===== config.mk =====
export PLATFORM = sky130hd
export DESIGN_NAME = count_monitor_flat
export DESIGN_NICKNAME = d
export VERILOG_FILES = /design/src/rtl/count_monitor_if.sv /design/src/rtl/count_monitor.sv /design/src/flat_wrapper.sv
export SDC_FILE = /design/constraint.sdc
export NUM_CORES = 1
export LEC_CHECK = 0
export CORE_MARGIN = 5
export CORE_UTILIZATION = 50
export CTS_BUF_LIST = sky130_fd_sc_hd__clkbuf_8
export DETAILED_ROUTE_END_ITERATION = 7
export GPL_TIMING_DRIVEN = 0
export PLACE_DENSITY = 0.87
export SYNTH_ARGS = -nofsm -noshare
export SYNTH_HDL_FRONTEND = slang
export SYNTH_SLANG_ARGS = --single-unit

===== constraint.sdc =====
create_clock -name clk -period 4 [get_ports clk]
set_clock_uncertainty 0.2 [all_clocks]
set_input_delay 0.6 -clock clk [delete_from_list [all_inputs] [get_ports clk]]
set_output_delay 0.6 -clock clk [all_outputs]
set_load 0.03 [all_outputs]

===== src/rtl/count_monitor_if.sv =====
// Sample/status bundle between the upstream counter tap and count_monitor.
// The master side drives samples and clear; the slave side is the monitor itself.
interface count_monitor_if #(
  parameter int unsigned WIDTH  = 4,
  parameter int unsigned WRAP_W = 8
);
  logic              en;
  logic [WIDTH-1:0]  count_in;
  logic              clr;
  logic [WIDTH-1:0]  last_count;
  logic              wrap_pulse;
  logic              resync_pulse;
  logic [WRAP_W-1:0] wrap_cnt;
  logic              stall;
  logic              jump_err;
  logic [1:0]        state;

  modport master (
    output en, count_in, clr,
    input  last_count, wrap_pulse, resync_pulse, wrap_cnt, stall, jump_err, state
  );

  modport slave (
    input  en, count_in, clr,
    output last_count, wrap_pulse, resync_pulse, wrap_cnt, stall, jump_err, state
  );
endinterface


===== src/rtl/count_monitor.sv =====
// Downstream checker for a WIDTH-bit up counter: tracks wraps, stalls,
// upstream resets and illegal jumps, with registered pulses and sticky flags.
module count_monitor #(
  parameter int unsigned WIDTH       = 4,
  parameter int unsigned STALL_LIMIT = 8,
  parameter int unsigned WRAP_W      = 8
) (
  input  logic          clk,
  input  logic          rst,
  count_monitor_if.slave mon
);

  localparam int unsigned RUN_W = 8;
  localparam logic [WIDTH-1:0]  CNT_MAX   = '1;
  localparam logic [WRAP_W-1:0] WRAP_MAX  = '1;
  localparam logic [RUN_W-1:0]  RUN_LIMIT = RUN_W'(STALL_LIMIT);

  typedef enum logic [1:0] {
    ST_INIT  = 2'd0,
    ST_TRACK = 2'd1,
    ST_ERROR = 2'd2
  } state_e;

  typedef enum logic [2:0] {
    CL_NORMAL,
    CL_WRAP,
    CL_EQUAL,
    CL_RESYNC,
    CL_JUMP
  } class_e;

  state_e            state_q, state_d;
  class_e            cls;
  logic [WIDTH-1:0]  last_q, last_d;
  logic [WRAP_W-1:0] wrap_q, wrap_d;
  logic [RUN_W-1:0]  run_q, run_d;
  logic              stall_q, stall_d;
  logic              jerr_q, jerr_d;
  logic              wp_q, wp_d;
  logic              rp_q, rp_d;

  // Classify the incoming sample against the last accepted one.
  always_comb begin
    cls = CL_JUMP;
    if (mon.count_in == last_q) begin
      cls = CL_EQUAL;
    end else if (last_q == CNT_MAX && mon.count_in == '0) begin
      cls = CL_WRAP;
    end else if (last_q != CNT_MAX && mon.count_in == last_q + WIDTH'(1)) begin
      cls = CL_NORMAL;
    end else if (mon.count_in == '0) begin
      cls = CL_RESYNC;
    end
  end

  always_ff @(posedge clk or negedge rst) begin
    if (!rst) state_q <= ST_INIT;
    else      state_q <= state_d;
  end

  always_comb begin
    state_d = state_q;
    if (mon.clr) begin
      state_d = ST_INIT;
    end else if (mon.en) begin
      case (state_q)
        ST_INIT:  state_d = ST_TRACK;
        ST_TRACK: if (cls == CL_JUMP) state_d = ST_ERROR;
        ST_ERROR: state_d = ST_ERROR;
        default:  state_d = ST_INIT;
      endcase
    end
  end

  // Next values of the registered outputs; clr wins over a same-edge sample.
  always_comb begin
    last_d  = last_q;
    wrap_d  = wrap_q;
    run_d   = run_q;
    stall_d = stall_q;
    jerr_d  = jerr_q;
    wp_d    = 1'b0;
    rp_d    = 1'b0;
    if (mon.clr) begin
      wrap_d  = '0;
      run_d   = '0;
      stall_d = 1'b0;
      jerr_d  = 1'b0;
    end else if (mon.en) begin
      case (state_q)
        ST_INIT: last_d = mon.count_in;
        ST_TRACK: begin
          case (cls)
            CL_NORMAL: begin
              last_d  = mon.count_in;
              run_d   = '0;
              stall_d = 1'b0;
            end
            CL_WRAP: begin
              wp_d    = 1'b1;
              if (wrap_q != WRAP_MAX) wrap_d = wrap_q + WRAP_W'(1);
              last_d  = '0;
              run_d   = '0;
              stall_d = 1'b0;
            end
            CL_EQUAL: begin
              if (run_q >= RUN_LIMIT - RUN_W'(1)) begin
                run_d   = RUN_LIMIT;
                stall_d = 1'b1;
              end else begin
                run_d = run_q + RUN_W'(1);
              end
            end
            CL_RESYNC: begin
              rp_d    = 1'b1;
              last_d  = '0;
              run_d   = '0;
              stall_d = 1'b0;
            end
            default: begin
              jerr_d = 1'b1;
              last_d = mon.count_in;
            end
          endcase
        end
        ST_ERROR: last_d = mon.count_in;
        default: ;
      endcase
    end
  end

  always_ff @(posedge clk or negedge rst) begin
    if (!rst) begin
      last_q  <= '0;
      wrap_q  <= '0;
      run_q   <= '0;
      stall_q <= 1'b0;
      jerr_q  <= 1'b0;
      wp_q    <= 1'b0;
      rp_q    <= 1'b0;
    end else begin
      last_q  <= last_d;
      wrap_q  <= wrap_d;
      run_q   <= run_d;
      stall_q <= stall_d;
      jerr_q  <= jerr_d;
      wp_q    <= wp_d;
      rp_q    <= rp_d;
    end
  end

  assign mon.last_count   = last_q;
  assign mon.wrap_pulse   = wp_q;
  assign mon.resync_pulse = rp_q;
  assign mon.wrap_cnt     = wrap_q;
  assign mon.stall        = stall_q;
  assign mon.jump_err     = jerr_q;
  assign mon.state        = state_q;

endmodule


===== src/flat_wrapper.sv =====
// flat-port wrapper written by rule: the top's interface ports become plain ports
module count_monitor_flat 
#(
  parameter int unsigned WIDTH       = 4,
  parameter int unsigned STALL_LIMIT = 8,
  parameter int unsigned WRAP_W      = 8
)
  (clk, rst, mon_en, mon_count_in, mon_clr, mon_last_count, mon_wrap_pulse, mon_resync_pulse, mon_wrap_cnt, mon_stall, mon_jump_err, mon_state);
  count_monitor_if #(.WIDTH(WIDTH), .WRAP_W(WRAP_W)) mon_i ();
  input  logic clk;
  input  logic rst;
  input wire logic [$bits(mon_i.en)-1:0] mon_en;
  input wire logic [$bits(mon_i.count_in)-1:0] mon_count_in;
  input wire logic [$bits(mon_i.clr)-1:0] mon_clr;
  output wire logic [$bits(mon_i.last_count)-1:0] mon_last_count;
  output wire logic [$bits(mon_i.wrap_pulse)-1:0] mon_wrap_pulse;
  output wire logic [$bits(mon_i.resync_pulse)-1:0] mon_resync_pulse;
  output wire logic [$bits(mon_i.wrap_cnt)-1:0] mon_wrap_cnt;
  output wire logic [$bits(mon_i.stall)-1:0] mon_stall;
  output wire logic [$bits(mon_i.jump_err)-1:0] mon_jump_err;
  output wire logic [$bits(mon_i.state)-1:0] mon_state;
  assign mon_i.en = mon_en;
  assign mon_i.count_in = mon_count_in;
  assign mon_i.clr = mon_clr;
  assign mon_last_count = mon_i.last_count;
  assign mon_wrap_pulse = mon_i.wrap_pulse;
  assign mon_resync_pulse = mon_i.resync_pulse;
  assign mon_wrap_cnt = mon_i.wrap_cnt;
  assign mon_stall = mon_i.stall;
  assign mon_jump_err = mon_i.jump_err;
  assign mon_state = mon_i.state;
  count_monitor #(.WIDTH(WIDTH), .STALL_LIMIT(STALL_LIMIT), .WRAP_W(WRAP_W)) u_core (.clk(clk), .rst(rst), .mon(mon_i));
endmodule

### Yosys cells after proc, flatten, opt, wreduce, memory -nomap -nowiden

Index checks and enable logic that the tools add are counted.

* logic and storage cells: 86
* input bits: 8
* output and inout port bits: 18
* register bits after elaboration: 26

* add/subtract/negate cells: 3
* reductions and logical operators: 21
* eq/ne operators: 15
* magnitude comparators: 1
* multiplexer cells: 37
* bitwise logic cells: 1

Operators by type and width (count)
* $mux W8: 9
* $add A8 B1 Y8 const B: 2
* $mux W1: 16
* $pmux W4 S2: 2
* $pmux W8 S2: 1
* $mux W3: 4
* $reduce_and A4 Y1: 3
* $reduce_bool A2 Y1: 5
* $eq A4 B4 Y1: 2
* $ge A8 B3 Y1 const B: 1
* $ne A8 B8 Y1 const B: 1
* $eq A3 B2 Y1 const B: 2
* $mux W2: 3
* $ne A3 B2 Y1 const B: 2
* $pmux W2 S3: 1
* $reduce_and A3 Y1: 2
* $add A4 B1 Y4 const B: 1
* $eq A4 B4 Y1 const B: 1
* $logic_not A4 Y1: 1
* $ne A4 B4 Y1 const B: 1
* $reduce_or A2 Y1: 2
* $reduce_or A4 Y1: 1
* $eq A3 B1 Y1 const B: 1
* $eq A3 B3 Y1 const B: 1
* other kinds (12): 13

### Depth between registers and ports, before layout

* depth in word-level cells: 12
* gate-level depth with buffers: 7
* mapped depth without buffers: 7

### Least setup slack after synthesis

OpenSTA, ideal clock, no wires.

* path kind: flip-flop to flip-flop
* start point: reg u_core.last_q[0], in the netlist u_core.mon.last_count[0]
* end point: reg u_core.run_q[4]
* stages on the path, launching flop included: 7
* path buffers: 0
* data arrival time: 1.958 ns
* slack: 1.776 ns
* cell sequence: dfrtp_1 -> ha_1 -> and3b_1 -> or3_1 -> nand2b_1 -> a31oi_1 -> and2_1

* word-level cells in the longest chain between the ends: 12
* elaborated cells on any way between the ends: 21

Ends and longest elaborated chain
* from (decl): RTL line count_monitor.sv:34 `logic [WIDTH-1:0] last_q, last_d;`
* from (signal assigned): RTL line count_monitor.sv:142 `last_q <= last_d;`
* $add A4 B1 Y4: RTL line count_monitor.sv:49 `end else if (last_q != CNT_MAX && mon.count_in == last_q + WIDTH'(1)) begin`
* $eq A4 B4 Y1: RTL line count_monitor.sv:49
* $logic_and A1 B1 Y1: RTL line count_monitor.sv:49
* $mux W3: RTL line count_monitor.sv:49
* $mux W3: RTL line count_monitor.sv:47 `end else if (last_q == CNT_MAX && mon.count_in == '0) begin`
* $mux W3 (*): RTL line count_monitor.sv:45 `if (mon.count_in == last_q) begin`
* $eq A3 B2 Y1, or another cell as far along: RTL line count_monitor.sv:93 `case (cls)`
* $reduce_or A3 Y1 (no line)
* $pmux W8 S2: RTL line count_monitor.sv:93
* $mux W8: RTL line count_monitor.sv:90 `case (state_q)`
* $mux W8: RTL line count_monitor.sv:89 `end else if (mon.en) begin`
* $mux W8: RTL line count_monitor.sv:84 `if (mon.clr) begin`
* to (signal assigned): RTL line count_monitor.sv:144 `run_q <= run_d;`
* to (decl): RTL line count_monitor.sv:36 `logic [RUN_W-1:0] run_q, run_d;`

Mark *: on every way between the ends. The rest lies on a longest branch, timed or not. The select of a mux whose other input is x is not followed.
A chain may end at the register's enable or synchronous reset.

### Worst setup path after layout

* start point: in mon_count_in[1]
* end point: reg u_core.wrap_q[7], in the netlist u_core.mon.wrap_cnt[7]

* word-level cells in the longest chain between the ends: 8
* elaborated cells on any way between the ends: 12

Ends and longest elaborated chain
* from (decl): RTL line flat_wrapper.sv:13 `input wire logic [$bits(mon_i.count_in)-1:0] mon_count_in;`
* $logic_not A4 Y1 or $eq A4 B4 Y1 (tied branches): RTL line count_monitor.sv:47, count_monitor.sv:51, count_monitor.sv:49
* $mux W3 or $logic_and A1 B1 Y1 (tied branches): RTL line count_monitor.sv:51, count_monitor.sv:49
* $mux W3: RTL line count_monitor.sv:49
* $mux W3: RTL line count_monitor.sv:47
* $mux W3 (*): RTL line count_monitor.sv:45
* $eq A3 B1 Y1 (*): RTL line count_monitor.sv:93
* $reduce_bool A2 Y1 (no line) (*)
* $reduce_and A4 Y1 (no line) (*)
* to (signal assigned): RTL line count_monitor.sv:143 `wrap_q <= wrap_d;`
* to (decl): RTL line count_monitor.sv:35 `logic [WRAP_W-1:0] wrap_q, wrap_d;`

Mark *: on every way between the ends. The rest lies on a longest branch, timed or not.

==> flow_summary.ini <==
[run_status]
status = completed

[min_path]
min-delay-start = u_core.run_q[7]
holdCritPathClass = reg -> reg
hold_depth = 1

[setup_path]
critPathKind = in -> reg
crit_fanout = 10
worstPathCellList = clkdlybuf4s50_1, nor4_2, o2111ai_2, nor3_1, xnor2_1, nor2_1
cp-startpoint = mon_count_in[1]
cp-end-kind = flip-flop
required_ps = 3950
r2r-start = u_core.mon.last_count[0]
rr_worst_depth = 6
r2r_slack_ps = 1710
slowest_stage = clkdlybuf4s50_1
arrival_ps = 2550
max_stage_delay_ps = 510
crit_path_start_kind = primary input

[logic_synthesis]
async_flop_share = 1.00
synth.top_cells.by_area = dfrtp_1, xnor2_1, ha_1, mux2_2, nand2_1
syn_inst = 135
synthFlopType = dfrtp_1
yosys_warnings = 0
synth_top_area_share = 0.467
synth_edf_count = 0
syn_avg_cell_area_um2 = 10.3
ys_seq_area_frac = 0.467
syn_nets = 149
syn_area_um2 = 1390
ys_types = 38
yosysTopAreaCell = dfrtp_1
ys_ff_latch = 26

[die]
start_util = 0.514
fp-row-count = 19
coreArea_um2 = 2710
die_w_um = 62.8
die_y_um = 62.8
die_area_um2 = 3940
io_pins = 26

[clock_network]
cts_tree = built
cts_sinks = 26
clockBufferDepth = 2
post_cts_buffers = 0
postCtsHoldBufs = 0
cts_resized = 0
clkTransAtPathRegs_ps = 90
htree_levels = 1
cts_root_buffer = clkbuf_8
clock_latency_ps = 280
cts_made_buffers = 3

[sta]
fmax_ghz = 0.385
max_slew_margin = 0.250
worst_hold_slack_ps = 294
slew_viol_final = 0
rsz0062_at_grt = no
layout_min_cycle_time_ps = 2600
worstMarginPinSlew_ps = 1120
period_share = 0.649
hold_viol_final = 0
fin_tns_setup_ps = 0
timing.final.ws_setup_ps = 1400
finalSetupViolCount = 0

[drt]
ant_nets = 0
wl_um = 3030
wl_per_cell_um = 15.5
drtPass1Iterations = 4
drt_iter0_markers = 51
vias_per_cell = 5.91
drcViolationCount = 0
route.vias.total = 1153

[layout]
final_cell_area_um2 = 1750
syn2layout_area_growth_pct = 25.9
nets = 179
n_antenna_cell = 0
layout_common_cells = dfrtp_1, clkdlybuf4s50_1, xnor2_1, nand2_1, nor2_1
drive_gt1_frac = 0.0732
finalNonFillerCells = 195
final_common_cell = dfrtp_1

[global_route]
grt_pass1_vias = 1277
grt.overflow.total = 0
grt_antenna_before_repair = 0
grt_pass1_wl_um = 5460
grt_max_degree = 27
grt_usage = 0.171

[placement]
io_buffer_count = 25
placed_cells = 191
dpl.hpwl_um = 2310
placed_cell_area_um2 = 1680
place_ws_ps = 1140
gp_congestion = 0.851

[power_and_ir_drop]
p_per_area_nw_per_um2 = 435
p_leak_uw = 0.000741
vdd_ir_drop_max_uv = 433

[flow_run]
maxCapViolCount = 0
## layer usage
metal,vias to the layer above,global-route usage,part of all wire
met5,-,0,0
met4,0,0.0955,0.021
met3,7,0.0432,0.059
met2,39,0.308,0.52
met1,556,0.178,0.40
li1,551,-,-
## cells in the mapped netlist, drive strengths merged (2+ instances only)
master,number
nor2,8
nand2,10
dfrtp,26
mux2i,3
xor2,2
and3,3
o2bb2ai,2
a21oi,5
o21ai,2
nor4,3
nor3,6
ha,6
xnor2,10
inv,6
a31oi,3
and2,5
or3,3
mux2,4
nand3,7
a211oi,3
buf,2
## worst max-delay path, delay by kind of cell
kind | cells | cell delay (ps)
AND/OR/NAND/NOR | 3 | 900
AO/OA/AOI/OAI | 1 | 380
buffers and inverters | 1 | 510
XOR/XNOR | 1 | 150
## through the flow
step	util	power [µW]
2_1_floorplan	-	467
3_3_place_gp	0.621	535
3_5_place_dp	0.621	549
4_1_cts	0.647	765
5_1_grt	0.647	803
6_report	0.647	763
## power breakdown
group | switching (µW) | total, µW | internal (µW)
logic | 135 | 241 | 106
clock network | 84.5 | 219 | 134
registers | 22.5 | 304 | 281
total | 242 | 763 | 521
## logic make-up after synthesis
group | after synthesis | synth area share
AOI/OAI and AO/OA | 23 | 0.122
xor gates and xnor gates | 12 | 0.0754
adders and majority gates | 6 | 0.0539
buffers and inverters | 9 | 0.0260
DFF | 26 | 0.467
muxes | 7 | 0.0539
and+or+nand+nor | 52 | 0.202
## sequential cells by signal (all words and copies together) (netlist names)
signal	count
u_core.mon.wrap_cnt	8
u_core.mon.last_count	4
u_core.mon.state	2
u_core.mon.jump_err	1
u_core.mon.stall	1
u_core.mon.resync_pulse	1
u_core.run_q	8
u_core.mon.wrap_pulse	1
## cell type report
class,count,area (µm²)
inverter,6,22.5
clock inverter,1,30.0
multi-input combinational,100,707
fill,228,956
buffer,3,13.8
timing repair buffer,25,250
clock buffer,3,41.3
tap,31,38.8
sequential,26,651
## worst paths after layout
path                                           end
min in group asynchronous   u_core.mon.wrap_cnt[2]
max                         u_core.mon.wrap_cnt[7]
max reg2reg                        u_core.run_q[7]
min                                u_core.run_q[7]
max in group asynchronous  u_core.mon.resync_pulse
min reg2reg                        u_core.run_q[7]
Note: power is estimated with default switching activity, not from simulation.
